$ cat src/rtl/line_sum_accumulators_line_pkg.sv
// Shared sizing for the line-sum accumulator stage of the template matcher.
// ACC_W leaves log2(NUM_OF_LINES) bits of headroom over a single line sum.
package line_sum_accumulators_line_pkg;
  localparam int PIXEL_SIZE    = 8;
  localparam int LINE_SIZE     = 32;
  localparam int NUM_OF_LINES  = 32;
  localparam int NUM_TEMPLATES = 4;
  localparam int IN_W          = $clog2(LINE_SIZE) + 2 * PIXEL_SIZE;
  localparam int ACC_W         = $clog2(NUM_OF_LINES) + IN_W;
endpackage

$ cat src/rtl/line_sum_acc_reg.sv
// One accumulator channel: adds the zero-extended line sum every edge, wraps mod 2^ACC_W.
module line_sum_acc_reg #(
  parameter int IN_W  = 21,
  parameter int ACC_W = 26
) (
  input  logic             CLK,
  input  logic             reset,
  input  logic [IN_W-1:0]  in,
  output logic [ACC_W-1:0] acc
);
  logic [ACC_W-1:0] acc_q, acc_d;

  always_comb begin
    acc_d = acc_q + ACC_W'(in);
    if (reset) acc_d = '0;
  end

  always_ff @(posedge CLK) acc_q <= acc_d;

  assign acc = acc_q;
endmodule

$ cat src/rtl/line_sum_accumulators_line.sv
// Running totals of sum(I^2), sum(I) and per-template sum(T_j*I) over a window of lines.
module line_sum_accumulators_line
  import line_sum_accumulators_line_pkg::*;
(
  input  logic             CLK,
  input  logic             reset,
  input  logic [IN_W-1:0]  I_square_out_line_sum,
  input  logic [IN_W-1:0]  I_out_line_sum,
  input  logic [IN_W-1:0]  T_x_I_out_lines_sum [NUM_TEMPLATES],
  output logic [ACC_W-1:0] Acc_lines_sum_I_square,
  output logic [ACC_W-1:0] Acc_lines_sum_I,
  output logic [ACC_W-1:0] Acc_lines_sum_T_x_I_out_lines_sum [NUM_TEMPLATES]
);
  line_sum_acc_reg #(.IN_W(IN_W), .ACC_W(ACC_W)) u_acc_i2 (
    .CLK(CLK), .reset(reset), .in(I_square_out_line_sum), .acc(Acc_lines_sum_I_square)
  );

  line_sum_acc_reg #(.IN_W(IN_W), .ACC_W(ACC_W)) u_acc_i (
    .CLK(CLK), .reset(reset), .in(I_out_line_sum), .acc(Acc_lines_sum_I)
  );

  for (genvar j = 0; j < NUM_TEMPLATES; j++) begin : g_tpl
    line_sum_acc_reg #(.IN_W(IN_W), .ACC_W(ACC_W)) u_acc_t (
      .CLK(CLK), .reset(reset), .in(T_x_I_out_lines_sum[j]),
      .acc(Acc_lines_sum_T_x_I_out_lines_sum[j])
    );
  end
endmodule

$ cat config.mk
export PLATFORM = sky130hd
export DESIGN_NAME = line_sum_accumulators_line
export DESIGN_NICKNAME = d
export VERILOG_FILES = /design/src/rtl/line_sum_accumulators_line_pkg.sv /design/src/rtl/line_sum_acc_reg.sv /design/src/rtl/line_sum_accumulators_line.sv
export SDC_FILE = /design/constraint.sdc
export NUM_CORES = 1
export LEC_CHECK = 0
export ABC_AREA = 1
export CAP_MARGIN = 20
export CORE_UTILIZATION = 53
export CTS_CLUSTER_SIZE = 16
export DETAILED_ROUTE_END_ITERATION = 6
export PLACE_DENSITY = 0.86
export SYNTH_ARGS = -nofsm -noshare
export SYNTH_HDL_FRONTEND = slang
export SYNTH_SLANG_ARGS = --single-unit
$ cat constraint.sdc
create_clock -name CLK -period 2.1 [get_ports CLK]
set_input_delay 0.42 -clock CLK [delete_from_list [all_inputs] [get_ports CLK]]
set_output_delay 0.42 -clock CLK [all_outputs]
set_load 0.01 [all_outputs]
; ---- After elaboration in Yosys (flattened, before gate mapping)
; Cells that the tools add are included.
[op_classes]
n_addsub = 6
[op_table]
columns = op, count
row1 = $add 26x21->26, 6
[totals]
input_bits = 128
reg_bits = 156

; ---- Logic depth before layout (Yosys ltp)
; Gate-level depths: netlist (run 1).
[logic_depth]
word_depth = 1
depth_mapped = 14

; ---- By module
; From an unflattened synthesis (run 1), not the netlist that was laid out.
[unflattened]
hier_cells = 2469
area_unflattened_um2 = 14177.3
[modules_own_cells]
columns = mod, area_per_inst_um2, cells_each, instances, seq_area_each_um2
row1 = line_sum_acc_reg at g_tpl[0].u_acc_t ..., 2397.3, 412, 3, 520.5
row2 = line_sum_acc_reg at u_acc_i ..., 2327.2, 411, 2, 520.5
row3 = line_sum_acc_reg at g_tpl[3].u_acc_t, 2331.0, 411, 1, 520.5

; ---- Least setup slack after synthesis (run 1)
; Ideal clock, no wire load.
[synth_timing]
kind = input port to flip-flop
from = in T_x_I_out_lines_sum[63] in the netlist's numbering
to = reg g_tpl[0].u_acc_t.acc_q[24]
cell_stages = 13
arrival_ps = 1741
setup_ps = 113
path_buffers = 0
required_time_ps = 1987
path_slack_ps = 246
path_cell_list = ha_1 inv_1 fa_1 inv_1 nand3_1 nand2_1 nand2_1 nand2_1 nand2_1 nand3_1 nand2_1 nand2_1 nor2_1
[synth_via]
elab_chain_len = 1
[synth_lines]
columns = element, line_no
row1 = start: declaration, line_sum_accumulators_line.sv:9  ; input logic [IN_W-1:0] T_x_I_out_lines_sum [NUM_TEMPLATES],
row2 = $add 26x21->26, line_sum_acc_reg.sv:14  ; acc_d = acc_q + ACC_W'(in);
row3 = end signal: assignment, line_sum_acc_reg.sv:18  ; always_ff @(posedge CLK) acc_q <= acc_d;
row4 = end: declaration, line_sum_acc_reg.sv:11  ; logic [ACC_W-1:0] acc_q, acc_d;
; Every way passes these cells.
; A chain may end at the register's enable or synchronous reset.

; ---- Worst setup path after layout (run 1)
[layout_timing]
from = in T_x_I_out_lines_sum[45] in the netlist's numbering
to = reg g_tpl[1].u_acc_t.acc_q[17]
[layout_via]
elab_chain_len = 1
[layout_lines]
columns = element, line_no
row1 = $add 26x21->26, line_sum_acc_reg.sv:14
row2 = end signal: assignment, line_sum_acc_reg.sv:18
row3 = end: declaration, line_sum_acc_reg.sv:11
; Every way passes these cells.

==> flow_metrics.env, run 1 <==
export IMPL_r2r_slack_ps=190
export IMPL_avgSynthCellArea_um2=5.59
export IMPL_antenna_left=0
export IMPL_period_minus_slack_ps=2000
export IMPL_gp_congestion=0.970
export IMPL_timing_rr_end="g_tpl[2].u_acc_t.acc[24]$_SDFF_PP0_"
export IMPL_grt_pass1_vias=16040
export IMPL_io_pins=284
export IMPL_post_route_cell_area_mm2=0.0190
export IMPL_row_count=58
export IMPL_fin_worst_skew_ps=19.0
export IMPL_path_buf_inv=2
export IMPL_core_area_mm2=0.0253
export IMPL_yosysTopAreaCell="nand2_1"
export IMPL_hp_class="reg -> reg"
export IMPL_synth_top_family_by_area="simple AND/OR/NAND/NOR gates"
export IMPL_initial_core_util_pct=54.2
export IMPL_timing_hold_ws_ps=525
export IMPL_max_freq_mhz=499
export IMPL_grtUsageTotal_pct=33.9
export IMPL_numCtsBuffers=17
export IMPL_critical_path_slowest_cell="clkdlybuf4s50_1"
export IMPL_timing_rr_start="g_tpl[2].u_acc_t.acc[0]$_SDFF_PP0_"
export IMPL_synth_xor_area_share_pct=0.0638
export IMPL_port_buffers=283
export IMPL_post_cts_buffers=0
export IMPL_root_buffer="clkbuf_16"
export IMPL_p_leak_nw=10.4
export IMPL_synth_adder_area_share_pct=12.4
export IMPL_crit_start="T_x_I_out_lines_sum[45]"
export IMPL_ys_top_cells_by_area="nand2_1, dfxtp_1, inv_1"
export IMPL_grt_pass1_wl_mm=72.5
export IMPL_rr_worst_depth=13
export IMPL_critPathArrivalTime_ps=2330
export IMPL_multi_input_comb_area_mm2=0.00888
export IMPL_place_area_mm2=0.0183
export IMPL_synth_mux_area_share_pct=0
export IMPL_synth_area_mm2=0.0137
export IMPL_cts_tree="yes"
export IMPL_synth_common_cells="nand2_1, inv_1, nor2_1"
export IMPL_slew_violations=0
export IMPL_synth_ff_type="dfxtp_1"
export IMPL_fill_cells=2104
export IMPL_synth_top_cell_area_share_pct=24.2
export IMPL_endpoint="g_tpl[1].u_acc_t.acc[17]$_SDFF_PP0_"
export IMPL_ys_seq_area_share_pct=22.7
export IMPL_cap_violations=0
export IMPL_endpoint_kind="register"
export IMPL_vias_per_cell=5.12
export IMPL_cp_data_required_time_ps=2430
export IMPL_ys_types=29
export IMPL_rsz0062_at_grt="yes"
export IMPL_crit_type="in -> reg"
export IMPL_setup_viol=0
export IMPL_ys_ff_latch=156
export IMPL_wl_per_cell_um=13.9
export IMPL_routed_wl_mm=45.4
export IMPL_dr_pass1_iters=6
export IMPL_synth_edf_count=0
export IMPL_overflow=0
export IMPL_synth_warnings=0
export IMPL_insertion_delay_ps=440
export IMPL_hpwl_mm=36.4
export IMPL_yosys_area_share_simple_pct=42.5
export IMPL_die_h_um=163
export IMPL_grt_max_degree=46
export IMPL_slowest_delay_ps=430
export IMPL_dieArea_mm2=0.0265
export IMPL_syn_nets=2718
export IMPL_chipWidth_um=163
export IMPL_drive_gt1_share_pct=9.73
export IMPL_area_growth_pct=38.2
export IMPL_cts_buffer_depth=2
export IMPL_async_flop_share_pct=0
export IMPL_yosysMostFrequentCell="nand2_1"
export IMPL_ff_latch_area_mm2=0.00312
export IMPL_slew_headroom_pct=72.0
export IMPL_finalCritPeriodShare_pct=95.4
export IMPL_vias=16746
export IMPL_hold_viol_final=0
export IMPL_power_mw=21.0
export IMPL_postCtsHoldBufs=0
export IMPL_antenna_found_initial=1
export IMPL_cp_max_fo=5
export IMPL_cts_sinks=156
export IMPL_final_nets=3185
export IMPL_htree_levels=4
export IMPL_crit_chain="clkdlybuf4s50_1 -> ha_1 -> nand2_1 -> inv_1 -> nand2_1 -> nand2_1 -> nand2_1 -> nand3_1 -> a21oi_1 -> nand2_1 -> nand2_1 -> nor2_1"
export IMPL_syn_inst=2458
export IMPL_power_density_mw_per_mm2=1110
export IMPL_cpMostUsedCell="nand2_1"
export IMPL_tightest_slew_ps=420
export IMPL_worst_setup_path_start_kind="primary input"
export IMPL_ir_worst_vdd_mv=0.672
export IMPL_outcome="complete, no violations"
export IMPL_clk_transition_reported_paths_ps=60
export IMPL_drt_initial_drc_count=1183
export IMPL_drc_errors=0
export IMPL_synth_compound_area_share_pct=9.23
export IMPL_cpLargestDelayFamily="simple AND/OR/NAND/NOR gates"
export IMPL_crit_cells=12
-- through the flow --
| stage | utilization [%] | setup TNS (ps) | cells | setup slack (ps) |
|---|---|---|---|---|
| floorplan | - | 0 | 2458 | 246 |
| global placement | 72.3 | -19730 | 3236 | -329 |
| detailed placement | 72.3 | -25940 | 3236 | -386 |
| CTS | 74.6 | 0 | 3268 | 28.0 |
| global route | 74.9 | -204 | 3268 | -39.6 |
| finish | 74.9 | 0 | 3269 | 97.2 |
-- flip-flops by register name, indices dropped and copies added, names as in the netlist --
register and count:
u_acc_i.acc 26, u_acc_i2.acc 26, g_tpl.u_acc_t.acc 104
-- final cells by class --
class / count / area share [%]
timing repair buffer: 464 / 22.3
sequential: 156 / 16.5
clock inverter: 14 / 0.897
antenna: 1 / 0.0132
tap: 330 / 2.18
clock buffer: 18 / 2.26
inverter: 459 / 9.09
multi-input combinational: 1827 / 46.8
-- cells in the final DEF, fill, tap and decap left out, types with 6 or more instances in the layout --
cell and count:
a21oi_1 162, a21oi_2 8, and2_1 16, buf_4 178, clkbuf_16 17, clkdlybuf4s50_1 283, dfxtp_1 156, ha_1 123
inv_1 455, nand2_1 877, nand2_2 27, nand3_1 123, nand3_2 7, nand4_1 13, nor2_1 339, nor2_2 16
nor3_1 17, o21ai_0 68, or2_0 6
-- tightest hold or removal path: stages, from the launching register on --
cell,delay [ps]
dfxtp_1,310
inv_1,60
a21oi_1,40
nor2_1,80
-- metal layers --
layer / vias to the layer above / track usage (%) / wire length [µm]
met5: - / 0 / 12
met4: 2 / 16.0 / 1910
met3: 142 / 6.04 / 3220
met2: 654 / 62.1 / 22000
met1: 7474 / 37.7 / 18200
li1: 8474 / - / -
-- where the power goes --
group / leakage [nW] / switching, mW / internal (mW) / total (mW)
logic: 8.83 / 7.38 / 5.72 / 13.1
registers: 1.30 / 0.737 / 3.86 / 4.59
clock network: 0.294 / 1.42 / 1.88 / 3.29
total: 10.4 / 9.53 / 11.5 / 21.0
-- how the worst min path moves through the flow --
stage / to / slack (ps) / cells after the start / startpoint
final: g_tpl[1].u_acc_t.acc[25]$_SDFF_PP0_ / 530 / 3 / g_tpl[1].u_acc_t.acc[25]$_SDFF_PP0_
after global routing: g_tpl[1].u_acc_t.acc[24]$_SDFF_PP0_ / 540 / 2 / g_tpl[1].u_acc_t.acc[24]$_SDFF_PP0_
after CTS: g_tpl[0].u_acc_t.acc[24]$_SDFF_PP0_ / 520 / 2 / g_tpl[0].u_acc_t.acc[24]$_SDFF_PP0_
after detailed placement: g_tpl[0].u_acc_t.acc[24]$_SDFF_PP0_ / 510 / 2 / g_tpl[0].u_acc_t.acc[24]$_SDFF_PP0_
after global placement: g_tpl[3].u_acc_t.acc[25]$_SDFF_PP0_ / 500 / 3 / g_tpl[3].u_acc_t.acc[25]$_SDFF_PP0_
after floorplan: g_tpl[3].u_acc_t.acc[24]$_SDFF_PP0_ / 530 / 2 / g_tpl[3].u_acc_t.acc[24]$_SDFF_PP0_
-- cells by family (layout without fill, tap and decap cells) --
logic type,Yosys count,in the layout
xor+xnor,1,1
flops,156,156
simple gates,1448,1448
other cells,0,1
buf+inv,475,955
compound gates,246,246
fa+ha+maj,132,132
-- what timing repair did --
item                                    in CTS  in global routing
endpoints found under the hold margin        0                  0
pin swaps                                    0                  2
resized for setup                            1                 26
endpoints found under the setup margin       1                 34
Power figures use the tool's default switching activity.
==> run 2, diff against run 1 <==
--- a/config.mk
+++ b/config.mk
@@ -5,9 +5,8 @@
 export SDC_FILE = /design/constraint.sdc
 export NUM_CORES = 1
 export LEC_CHECK = 0
-export ABC_AREA = 1
 export CAP_MARGIN = 20
-export CORE_UTILIZATION = 53
+export CORE_UTILIZATION = 50
 export CTS_CLUSTER_SIZE = 16
 export DETAILED_ROUTE_END_ITERATION = 6
 export PLACE_DENSITY = 0.86
==> flow_metrics.env, run 2 <==
export IMPL_hpwl_mm=28.9
export IMPL_ys_top_cells_by_area="dfxtp_1, ha_1, nor2_1"
export IMPL_row_count=53
export IMPL_worst_ep_kind="register data pin"
export IMPL_worstEndpointGrtRepair="u_acc_i.acc[24]$_SDFF_PP0_/D"
export IMPL_yosysTopAreaCell="dfxtp_1"
export IMPL_io_pins=284
export IMPL_syn_inst=1278
export IMPL_htree_levels=4
export IMPL_die_h_um=149
export IMPL_overflow=26
export IMPL_error_line="[ERROR GRT-0232] Routing congestion too high. Check the congestion heatmap in the GUI."
export IMPL_outcome="stopped before the end"
export IMPL_numCtsBuffers=17
export IMPL_cts_sinks=156
export IMPL_async_flop_share_pct=0
export IMPL_syn_nets=1538
export IMPL_synth_top_cell_area_share_pct=28.9
export IMPL_synth_common_cells="nor2_1, dfxtp_1, ha_1"
export IMPL_port_buffers=283
export IMPL_synth_warnings=0
export IMPL_root_buffer="clkbuf_16"
export IMPL_cts_buffer_depth=2
export IMPL_ys_ff_latch=156
export IMPL_ys_seq_area_share_pct=28.9
export IMPL_initial_core_util_pct=51.2
export IMPL_place_area_mm2=0.0168
export IMPL_synth_ff_type="dfxtp_1"
export IMPL_avgSynthCellArea_um2=8.46
export IMPL_grtUsageTotal_pct=72.3
export IMPL_synth_area_mm2=0.0108
export IMPL_yosysMostFrequentCell="nor2_1"
export IMPL_gp_congestion=0.904
export IMPL_postCtsHoldBufs=0
export IMPL_ys_types=82
export IMPL_synth_edf_count=0
export IMPL_lastStage="5_1_grt"
export IMPL_grt_max_degree=90
export IMPL_chipWidth_um=149
[run 2: per-layer routing]
metal,track usage (%),GRT overflow
met1,69.4,0
met2,91.6,13
met3,56.9,3
met4,72.6,10
met5,29.5,0
[run 2: through the flow]
step | util [%] | setup WS [ps] | TNS [ps] | cells
after CTS | 89.1 | -353 | -9370 | 2220
after detailed placement | 79.9 | -980 | -78020 | 2133
after global placement | 79.9 | -898 | -68690 | 2133
after floorplan | - | -364 | -3930 | 1278
[run 2: timing repair]
action,in CTS
pin swaps,169
setup endpoints to repair,99
gates resized for setup,233
buffers inserted,60
[run 2: logic make-up after synthesis]
group           after synthesis  synth area share (%)
simple gates                409                  18.2
compound gates              386                  25.0
flops                       156                  28.9
fa+ha+maj                   132                  15.7
xor+xnor                    103                  8.35
buf+inv                      85                  3.09
mux                           7                 0.718
